[src/rtl/uart_top.sv]
// uart_top: full-duplex 8N1 UART with fixed clocks-per-bit timing.
// Optional even parity bit on both directions when UART_TOP_PARITY_EN is defined.
module uart_top #(
    parameter int SIZE       = 8,
    parameter int BAUD_RATE  = 115200,
    parameter int CLK_FREQ   = 1000000,
    parameter int BAUD_COUNT = 9
) (
    input  logic            clk,
    input  logic            rst,
    input  logic [SIZE-1:0] data_in,
    input  logic            tx_en,
    input  logic            rx,
    output logic            tx,
    output logic            tx_busy,
    output logic [SIZE-1:0] data_out,
    output logic            rx_done
);

    localparam int CW = $clog2(BAUD_COUNT);
    localparam int BW = $clog2(SIZE);
    localparam logic [CW-1:0] CNT_LAST = CW'(BAUD_COUNT - 1);
    localparam logic [CW-1:0] CNT_MID  = CW'(BAUD_COUNT / 2);
    localparam logic [BW-1:0] BIT_LAST = BW'(SIZE - 1);

    if (BAUD_COUNT < 4 || SIZE < 2 || CLK_FREQ < BAUD_RATE) begin : g_cfg_check
        $error("uart_top: unsupported configuration");
    end

    typedef enum logic [2:0] {S_IDLE, S_START, S_DATA, S_PARITY, S_STOP, S_WAIT} state_t;

    // ---------------- transmitter ----------------
    state_t          tx_state, tx_state_n;
    logic [CW-1:0]   tx_cnt, tx_cnt_n;
    logic [BW-1:0]   tx_bit, tx_bit_n;
    logic [SIZE-1:0] tx_sh, tx_sh_n;
    logic            tx_n, tx_busy_n, tx_last;
`ifdef UART_TOP_PARITY_EN
    logic            tx_par, tx_par_n;
`endif

    always_ff @(posedge clk or posedge rst) begin
        if (rst) begin
            tx_state <= S_IDLE;
            tx_cnt   <= '0;
            tx_bit   <= '0;
            tx_sh    <= '0;
            tx       <= 1'b1;
            tx_busy  <= 1'b0;
`ifdef UART_TOP_PARITY_EN
            tx_par   <= 1'b0;
`endif
        end else begin
            tx_state <= tx_state_n;
            tx_cnt   <= tx_cnt_n;
            tx_bit   <= tx_bit_n;
            tx_sh    <= tx_sh_n;
            tx       <= tx_n;
            tx_busy  <= tx_busy_n;
`ifdef UART_TOP_PARITY_EN
            tx_par   <= tx_par_n;
`endif
        end
    end

    assign tx_last = (tx_cnt == CNT_LAST);

    always_comb begin
        tx_state_n = tx_state;
        tx_cnt_n   = tx_last ? '0 : tx_cnt + 1'b1;
        tx_bit_n   = tx_bit;
        tx_sh_n    = tx_sh;
        tx_n       = tx;
        tx_busy_n  = tx_busy;
`ifdef UART_TOP_PARITY_EN
        tx_par_n   = tx_par;
`endif
        unique case (tx_state)
            S_IDLE: begin
                tx_cnt_n  = '0;
                tx_n      = 1'b1;
                tx_busy_n = 1'b0;
                if (tx_en) begin
                    tx_sh_n    = data_in;
                    tx_state_n = S_START;
                    tx_n       = 1'b0;
                    tx_busy_n  = 1'b1;
`ifdef UART_TOP_PARITY_EN
                    tx_par_n   = ^data_in;
`endif
                end
            end
            S_START: if (tx_last) begin
                tx_state_n = S_DATA;
                tx_bit_n   = '0;
                tx_n       = tx_sh[0];
            end
            S_DATA: if (tx_last) begin
                // word is shifted out LSB first; bit 1 becomes the next line value
                tx_sh_n = tx_sh >> 1;
                if (tx_bit == BIT_LAST) begin
`ifdef UART_TOP_PARITY_EN
                    tx_state_n = S_PARITY;
                    tx_n       = tx_par;
`else
                    tx_state_n = S_STOP;
                    tx_n       = 1'b1;
`endif
                end else begin
                    tx_bit_n = tx_bit + 1'b1;
                    tx_n     = tx_sh[1];
                end
            end
            S_PARITY: if (tx_last) begin
                tx_state_n = S_STOP;
                tx_n       = 1'b1;
            end
            S_STOP: if (tx_last) begin
                tx_state_n = S_IDLE;
                tx_busy_n  = 1'b0;
            end
            default: tx_state_n = S_IDLE;
        endcase
    end

    // ---------------- receiver ----------------
    state_t          rx_state, rx_state_n;
    logic [CW-1:0]   rx_cnt, rx_cnt_n;
    logic [BW-1:0]   rx_bit, rx_bit_n;
    logic [SIZE-1:0] rx_sh, rx_sh_n, data_out_n;
    logic            rx_q, rx_done_n, rx_last, rx_good;
`ifdef UART_TOP_PARITY_EN
    logic            rx_par_ok, rx_par_ok_n;
`endif

    always_ff @(posedge clk or posedge rst) begin
        if (rst) begin
            rx_q     <= 1'b1;
            rx_state <= S_IDLE;
            rx_cnt   <= '0;
            rx_bit   <= '0;
            rx_sh    <= '0;
            data_out <= '0;
            rx_done  <= 1'b0;
`ifdef UART_TOP_PARITY_EN
            rx_par_ok <= 1'b0;
`endif
        end else begin
            rx_q     <= rx;
            rx_state <= rx_state_n;
            rx_cnt   <= rx_cnt_n;
            rx_bit   <= rx_bit_n;
            rx_sh    <= rx_sh_n;
            data_out <= data_out_n;
            rx_done  <= rx_done_n;
`ifdef UART_TOP_PARITY_EN
            rx_par_ok <= rx_par_ok_n;
`endif
        end
    end

    assign rx_last = (rx_cnt == CNT_LAST);

    always_comb begin
        rx_state_n = rx_state;
        rx_cnt_n   = rx_last ? '0 : rx_cnt + 1'b1;
        rx_bit_n   = rx_bit;
        rx_sh_n    = rx_sh;
        data_out_n = data_out;
        rx_done_n  = 1'b0;
`ifdef UART_TOP_PARITY_EN
        rx_par_ok_n = rx_par_ok;
        rx_good     = rx_q && rx_par_ok;
`else
        rx_good     = rx_q;
`endif
        unique case (rx_state)
            S_IDLE: begin
                rx_cnt_n = '0;
                // only reached with the line high, so a low sample is a falling edge
                if (!rx_q) rx_state_n = S_START;
            end
            S_START: if (rx_cnt == CNT_MID) begin
                rx_cnt_n   = '0;
                rx_bit_n   = '0;
                rx_state_n = rx_q ? S_IDLE : S_DATA;
            end
            S_DATA: if (rx_last) begin
                rx_sh_n = {rx_q, rx_sh[SIZE-1:1]};
                if (rx_bit == BIT_LAST) begin
`ifdef UART_TOP_PARITY_EN
                    rx_state_n = S_PARITY;
`else
                    rx_state_n = S_STOP;
`endif
                end else begin
                    rx_bit_n = rx_bit + 1'b1;
                end
            end
            S_PARITY: if (rx_last) begin
`ifdef UART_TOP_PARITY_EN
                rx_par_ok_n = (rx_q == ^rx_sh);
`endif
                rx_state_n = S_STOP;
            end
            S_STOP: if (rx_last) begin
                if (rx_good) begin
                    data_out_n = rx_sh;
                    rx_done_n  = 1'b1;
                end
                rx_state_n = rx_q ? S_IDLE : S_WAIT;
            end
            S_WAIT: begin
                rx_cnt_n = '0;
                if (rx_q) rx_state_n = S_IDLE;
            end
            default: rx_state_n = S_IDLE;
        endcase
    end

endmodule

[config.mk]
export PLATFORM = sky130hd
export DESIGN_NAME = uart_top
export DESIGN_NICKNAME = d
export VERILOG_FILES = /design/src/rtl/uart_top.sv
export SDC_FILE = /design/constraint.sdc
export NUM_CORES = 1
export LEC_CHECK = 0
export ABC_CLOCK_PERIOD_IN_PS = 2200
export CORE_MARGIN = 4
export CORE_UTILIZATION = 55
export CTS_CLUSTER_DIAMETER = 30
export DETAILED_ROUTE_END_ITERATION = 7
export PLACE_DENSITY = 0.77
export SYNTH_ARGS = -nofsm -noshare
export SYNTH_HDL_FRONTEND = slang
export SYNTH_SLANG_ARGS = --single-unit
export TNS_END_PERCENT = 50
[constraint.sdc]
create_clock -name clk -period 2.2 [get_ports clk]
set_input_delay 0.22 -clock clk [delete_from_list [all_inputs] [get_ports clk]]
set_output_delay 0.22 -clock clk [all_outputs]
set_load 0.01 [all_outputs]
==> out/qor.csv <==
stage,metric,value,unit
synthesis,Synthesis Warnings,0,
flow_run,maxcap violations,0,
run_status,status,"finished, final reports clean",
timing,Slew Limit Fails,0,
synthesis,post-synth top area cell,dfrtp_1,
global_route,antenna violations before repair,0,
drt,DRT antenna net count,0,
global_route,largest net degree at the start of global routing,26,
drt,drt first pass iters,5,
worst_setup_path,Setup CP Type,reg -> reg,
synthesis,Seq cells post-synth,48,
global_route,number of global-route vias before repair,1581,
clock_network,post-CTS sizing,0,
synthesis,synthesized area,2340,um^2
global_route,global route total overflow,0,
synthesis,Commonest cells post-synth,"46 x dfrtp_1, 17 x mux2_2, 10 x o2bb2ai_1",
die,Core Region,4060,um^2
global_route,total global-route track usage,18.0,%
hold_path,Min-Delay Path Class,in -> async,
timing,Setup-failing EPs final,0,
placed_design,RD Place Congestion,0.830,
die,Rows,23,
cells_and_area,Antenna Cells,0,
synthesis,Cell variety after synth,46,
clock_network,Longest Clk Path Bufs,2,
timing,final setup margin,0.231,ns
worst_setup_path,Worst Path Max Fanout,3,
placed_design,Port Buf Inserts,22,
synthesis,post-synthesis sequential area ratio,51.5,%
synthesis,post-synthesis cell count,190,
clock_network,Max H-tree Level,2,
synthesis,Post-synth EDFFs,0,
drt,drt total wl,4.31,mm
timing,Final Hold Vio Count,0,
synthesis,ys async rst share,100,%
pwr,final total power,2870,uW
synthesis,"Avg Cell Area, Syn",12.3,um^2
clock_network,CTS tree,yes,
pwr,power density cells,1050,nW/um^2
drt,drt wl/cell,16.4,um
synthesis,Synth top area share,49.3,%
pwr,Worst VDD drop,0.000705,V
clock_network,clk sinks,48,
drt,vias per cell,5.80,
drt,DRC Markers,0,
timing,part of the cycle the worst path needs,89.5,%
timing,measured slew at the worst slew-check pin,0.575,ns
worst_setup_path,Worst Path Required,2.39,ns
synthesis,Synth area leaders,"dfrtp_1 49%, mux2_2 8.2%, ha_1 4.3%",
timing,Final min period,1.97,ns
synthesis,Post-Syn Nets,210,
cells_and_area,synthesis-to-layout area growth,16.9,%
placed_design,DP Worst Slack,0.256,ns
die,io pins,23,
worst_setup_path,Critical Path Sink Type,flop,
clock_network,clk root buf,clkbuf_8,
clock_network,post-CTS setup buffer count,0,
synthesis,Most used DFF post-synth,dfrtp_1,
die,Die Area,5350,um^2
die,Die H,73.2,um
clock_network,clock-pin slew on the worst setup and hold paths,0.09,ns
clock_network,Post-CTS Hold Fix Bufs,0,
timing,post-route setup TNS,0,ns
timing,setup repair after global routing missed its margin,false,
die,Starting Density,57.6,%
die,Die Wd,73.2,um
synthesis,most frequent cell after synthesis,dfrtp_1,
timing,Max Freq,508,MHz
drt,vias,1525,
pwr,leak pwr,0.00131,uW
global_route,first-pass GRT wire length,7.38,mm
drt,drt initial violations,95,
cells_and_area,Nets,232,
cells_and_area,fraction of layout cells with a size suffix above 1,16.0,%
worst_setup_path,crit path DAT,2.16,ns
clock_network,"Clk Latency, worst-skew pair",0.30,ns
worst_setup_path,CP startpoint kind,flop,
timing,clock skew,0.0123,ns
placed_design,Final HPWL DP,3.17,mm
clock_network,total CTS buffers,5,
timing,Rel. slew slack,61.4,%
-- routing by layer --
| metal | global-route usage [%] | vias up | share of wire, % |
|---|---|---|---|
| met5 | 0 | - | 0 |
| met4 | 4.92 | 0 | 0.30 |
| met3 | 5.23 | 2 | 3.5 |
| met2 | 30.4 | 17 | 53 |
| met1 | 22.4 | 763 | 43 |
| li1 | - | 743 | - |
-- kinds of logic after synthesis --
group	count (synthesis)	share of synthesized area [%]
adders and majority gates	8	4.29
AOI/OAI and AO/OA	34	11.1
muxes	27	12.7
buffers and inverters	19	3.86
xor gates and xnor gates	3	1.13
and+or+nand+nor	51	15.4
DFF	48	51.5
-- critical path: stages (launching register included) --
cell,delay (ns)
dfrtp_1,0.41
ha_1,0.21
ha_1,0.20
or3b_1,0.35
a211o_1,0.37
mux2_4,0.31
-- cell usage in the layout, fill, tap and decap left out, drive strengths merged, types with 3 or more instances in the layout --
master and count:
nor3 8, nor2 5, a22o 3, clkbuf 6, nand2 3, nor2b 6, and4b 7, buf 3
o2bb2ai 10, dfrtp 46, o21ai 5, nand3b 3, ha 8, and3b 4, mux2i 9, inv 8
clkdlybuf4s50 22, a21oi 4, mux2 18
-- where the power goes --
group / switching [uW] / internal (uW)
clock: 278 / 454
combinational: 376 / 421
sequential: 243 / 1090
total: 897 / 1970
-- final cells by class --
cell class	instances	area (um^2)
Tap cell	50	62.6
Multi-Input combinational cell	123	1040
Fill cell	280	1330
Clock buffer	6	72.6
Inverter	9	33.8
Sequential cell	48	1200
Timing Repair Buffer	25	255
Clock inverter	2	60.1
-- worst paths after layout --
kind,from,end,slack (ns),cells past startpoint
max,tx_bit[0],tx_bit[0],0.23,5
min,rst,data_out[1],0.20,2
max reg2reg,tx_bit[0],tx_bit[0],0.23,5
min reg2reg,tx_sh[2],tx_sh[2],0.49,1
max in group asynchronous,rst,rx_good,1.42,3
min in group clk,rx,rx_good,0.32,1
-- flip-flops by register name, indices dropped and copies added, names as in the netlist --
register / flops
data_out: 8
rx_sh: 8
tx_sh: 8
rx_cnt: 4
tx_cnt: 4
rx_bit: 3
rx_state: 3
tx_bit: 3
tx_state: 3
rx_done: 1
rx_good: 1
tx: 1
tx_busy: 1
-- metrics by stage --
stage / util (%) / instance area (um^2) / cells / hold slack, ns
detailed placement: 64.0 / 2600 / 255 / 0.471
global route: 67.3 / 2730 / 263 / 0.211
floorplan: - / 2340 / 190 / 0.224
CTS: 67.3 / 2730 / 263 / 0.206
finish: 67.3 / 2730 / 263 / 0.205
global placement: 64.0 / 2600 / 255 / 0.463
(Power assumes the default switching activity.)
